<file path="src/rtl/demux2_stream.sv">
// One-to-two stream demultiplexer: in_sel steers each word into a one-entry slot per output.
// Optional DEMUX2_CNT_EN adds saturating 8-bit transfer counters cnt0/cnt1.
module demux2_stream #(
  parameter int unsigned WIDTH = 8
) (
  input  logic             clk,
  input  logic             rst_n,
  input  logic             in_valid,
  output logic             in_ready,
  input  logic [WIDTH-1:0] in_data,
  input  logic             in_sel,
  output logic             out0_valid,
  input  logic             out0_ready,
  output logic [WIDTH-1:0] out0_data,
  output logic             out1_valid,
  input  logic             out1_ready,
  output logic [WIDTH-1:0] out1_data
`ifdef DEMUX2_CNT_EN
  ,
  output logic [7:0]       cnt0,
  output logic [7:0]       cnt1
`endif
);

  localparam int unsigned NUM_OUT = 2;
  localparam int unsigned CNT_W   = 8;

  typedef enum logic {
    EMPTY = 1'b0,
    FULL  = 1'b1
  } slot_state_t;

  slot_state_t            state_q [NUM_OUT];
  logic [WIDTH-1:0]       data_q  [NUM_OUT];
  logic [NUM_OUT-1:0]     valid;
  logic [NUM_OUT-1:0]     ready;
  logic [NUM_OUT-1:0]     load;
  logic [NUM_OUT-1:0]     take;

  assign valid[0] = (state_q[0] == FULL);
  assign valid[1] = (state_q[1] == FULL);
  assign ready    = {out1_ready, out0_ready};

  // A slot can accept when empty or when its current word leaves this cycle.
  assign in_ready = in_sel ? (!valid[1] || ready[1]) : (!valid[0] || ready[0]);

  assign load[0] = in_valid && in_ready && !in_sel;
  assign load[1] = in_valid && in_ready &&  in_sel;
  assign take    = valid & ready;

  always_ff @(posedge clk) begin
    for (int i = 0; i < int'(NUM_OUT); i++) begin
      if (!rst_n) begin
        state_q[i] <= EMPTY;
        data_q[i]  <= '0;
      end else begin
        case (state_q[i])
          EMPTY: begin
            if (load[i]) begin
              state_q[i] <= FULL;
              data_q[i]  <= in_data;
            end
          end
          FULL: begin
            if (load[i]) begin
              data_q[i] <= in_data;
            end else if (take[i]) begin
              state_q[i] <= EMPTY;
            end
          end
          default: state_q[i] <= EMPTY;
        endcase
      end
    end
  end

  assign out0_valid = valid[0];
  assign out1_valid = valid[1];
  assign out0_data  = data_q[0];
  assign out1_data  = data_q[1];

`ifdef DEMUX2_CNT_EN
  logic [CNT_W-1:0] cnt_q [NUM_OUT];

  // Count output transfers, sticking at all-ones.
  always_ff @(posedge clk) begin
    for (int i = 0; i < int'(NUM_OUT); i++) begin
      if (!rst_n) begin
        cnt_q[i] <= '0;
      end else if (take[i] && (cnt_q[i] != {CNT_W{1'b1}})) begin
        cnt_q[i] <= cnt_q[i] + CNT_W'(1);
      end
    end
  end

  assign cnt0 = cnt_q[0];
  assign cnt1 = cnt_q[1];
`endif

endmodule
</file>
<file path="config.mk">
export PLATFORM = sky130hd
export DESIGN_NAME = demux2_stream
export DESIGN_NICKNAME = d
export VERILOG_FILES = /design/src/rtl/demux2_stream.sv
export SDC_FILE = /design/constraint.sdc
export NUM_CORES = 1
export LEC_CHECK = 0
export BUFFER_PORTS_ARGS = -buffer_cell sky130_fd_sc_hd__buf_2
export CAP_MARGIN = 25
export CORE_MARGIN = 8
export CORE_UTILIZATION = 44
export DETAILED_ROUTE_END_ITERATION = 16
export HOLD_SLACK_MARGIN = 0.12
export PLACE_DENSITY = 0.84
export SLEW_MARGIN = 10
export SYNTH_ARGS = -nofsm -noshare
export SYNTH_HDL_FRONTEND = slang
export SYNTH_SLANG_ARGS = --single-unit
</file>
<file path="constraint.sdc">
create_clock -name clk -period 2.7 [get_ports clk]
set_clock_uncertainty 0.05 [all_clocks]
set_input_delay 0.27 -clock clk [delete_from_list [all_inputs] [get_ports clk]]
set_output_delay 0.27 -clock clk [all_outputs]
set_load 0.03 [all_outputs]
</file>
==> impl_metrics.tcl <==
set metrics [dict create \
    synthFlopType "edfxtp_1" \
    pre_cts_ws_ns 1.19 \
    max_slew_margin_pct 59.7 \
    root_buffer "clkbuf_4" \
    fmax_mhz 546 \
    hold_class "in -> reg" \
    endpoint_kind "output pin" \
    multi_input_area_um2 211 \
    rsz0062_at_grt "no" \
    viasPerCell 5.08 \
    yosys.area.top_type "edfxtp_1" \
    timing.final.ws_setup_ns 0.869 \
    drive_above_1_share_pct 43.6 \
    wire_per_inst_um 14.5 \
    synthCells 60 \
    num_rows 15 \
    port_buffers 32 \
    area_delta_synth_final_pct 25.4 \
    gr-total-overflow 0 \
    slowest_delay_ns 0.51 \
    drc_errors 0 \
    cts_buffers 3 \
    cts_tree "built" \
    run_status "complete, no violations" \
    drt.antenna.violating_nets 0 \
    dieArea_um2 3370 \
    clock-sinks 18 \
    cap_violations 0 \
    die_x_um 58.0 \
    start_util_pct 46.0 \
    vdd.ir_drop.worst_mv 0.303 \
    grt_pass1_vias 548 \
    grt_usage_pct 9.72 \
    drtIter0Drc 17 \
    ios 33 \
    place.gp.congestion 0.817 \
    firstDrtPassIters 5 \
    setup_tns_ns 0 \
    fin_nets 109 \
    timing.final.max_slew_violations 0 \
    synth-seq-cells 18 \
    vias 564 \
    n_fill_cell 155 \
    ys_seq_area_share_pct 68.3 \
    cp_slowest_cell "nor2b_1" \
    postCtsResizedCells 0 \
    layout_min_cycle_time_ns 1.83 \
    critPathKind "reg -> out" \
    synth_warnings 0 \
    startpoint_type "flop" \
    setup_viol 0 \
    reg2reg_slack_ns 1.18 \
    synth_top_area_share_pct 65.7 \
    clkLatencyLatePin_ns 0.28 \
    clock_path_buffers 2 \
    n_antenna_cell 0 \
    dp_hpwl_mm 1.24 \
    cts_max_level 1 \
    grt_pass1_wl_mm 2.50 \
    wl_mm 1.61 \
    avgSynthCellArea_um2 12.9 \
    synthTopCellsByArea "edfxtp_1 66%, nor3_1 10%, nand2_1 4.3%, buf_6 2.9%, dfxtp_1 2.6%" \
    die_h_um 58.0 \
    path_buf_inv 1 \
    postCtsHoldBufs 0 \
    synth_edf_count 17 \
    syn-cell-area_um2 777 \
    grt_max_degree 14 \
    worstPathMaxFanout 10 \
    tightest_slew_ns 0.603 \
    cp_cell_sequence "nor2b_1 -> mux2i_1 -> buf_2" \
    synthArstFlopShare_pct 0 \
    path_clk_slew_ns 0.10 \
    hold_viol 0 \
    antenna_found_initial 0 \
    period_share_pct 67.8 \
    post-cts-setup-buffers 0 \
    seqCellArea_um2 531 \
    p_leak_uw 0.000424 \
    cp.arrival_ns 1.51 \
    syn_nets 74 \
    path_delay_family "simple AND/OR/NAND/NOR gates" \
    coreArea_um2 1690 \
    ys_types 18 \
    power_density_nw_per_um2 610 \
    crit_required_ns 2.38 \
]
worst min-delay path, stage by stage:
cell and delay, ns:
buf_2 0.08, nand2b_1 0.08, a21boi_0 0.07
synthesized netlist by cell type (2+ instances only):
library cell and n:
nand2_1 9, edfxtp_1 17, o21ai_0 2, buf_6 2
nand2b_1 2, nor3_1 16
metal layers:
| layer | wire length (um) | GRT usage, % | vias to the layer above |
|---|---|---|---|
| met5 | 0 | 0 | - |
| met4 | 14 | 5.24 | 0 |
| met3 | 202 | 5.08 | 2 |
| met2 | 693 | 13.1 | 28 |
| met1 | 698 | 12.2 | 246 |
| li1 | - | - | 288 |
cell families after synthesis:
logic type / count (synthesis) / share of synthesized area [%]
simple gates: 33 / 22.7
flops: 18 / 68.3
compound gates: 4 / 3.22
buf+inv: 4 / 4.51
mux: 1 / 1.29
cell usage in the layout, fill, tap and decap left out, types with 2 or more instances in the layout:
cell type and instances:
clkbuf_4 3, buf_2 32, o21ai_0 2, nand2b_1 2
buf_4 2, nor3_1 16, nand2_1 9, edfxtp_1 17
sequential cells by signal (all words and copies together) (netlist names):
signal	cells
state_q	2
data_q	16
layout make-up:
cell class	instances	share of cell area (%)
timing repair buffer	34	18.0
clock buffer	4	3.72
tap	17	2.18
sequential	18	54.4
multi-input combinational	38	21.7
path summary, 6_finish.rpt:
kind | startpoint | to | cells after the start
setup / recovery | state_q[1]$_DFF_P_ | in_ready | 3
hold / removal | out1_ready | state_q[1]$_DFF_P_ | 3
setup reg to reg | state_q[1]$_DFF_P_ | data_q[1][7]$_SDFFCE_PN0P_ | 3
hold reg to reg | state_q[1]$_DFF_P_ | state_q[1]$_DFF_P_ | 2
where the power goes:
part | internal, uW | leakage [uW] | total (uW) | switching, uW
Combinational | 30.5 | 0.000215 | 103 | 72.7
Clock | 82.0 | 0.0000210 | 161 | 79.2
Sequential | 325 | 0.000188 | 330 | 5.17
Total | 437 | 0.000424 | 594 | 157
through the flow:
stage	power, uW	cell area [um2]	hold slack (ns)	std cells	utilization (%)
2_1_floorplan	407	777	0.406	60	-
3_3_place_gp	437	938	0.425	107	55.6
3_5_place_dp	440	938	0.440	107	55.6
4_1_cts	597	975	0.214	111	57.7
5_1_grt	622	975	0.224	111	57.7
6_report	594	975	0.212	111	57.7
(Power assumes the default switching activity.)
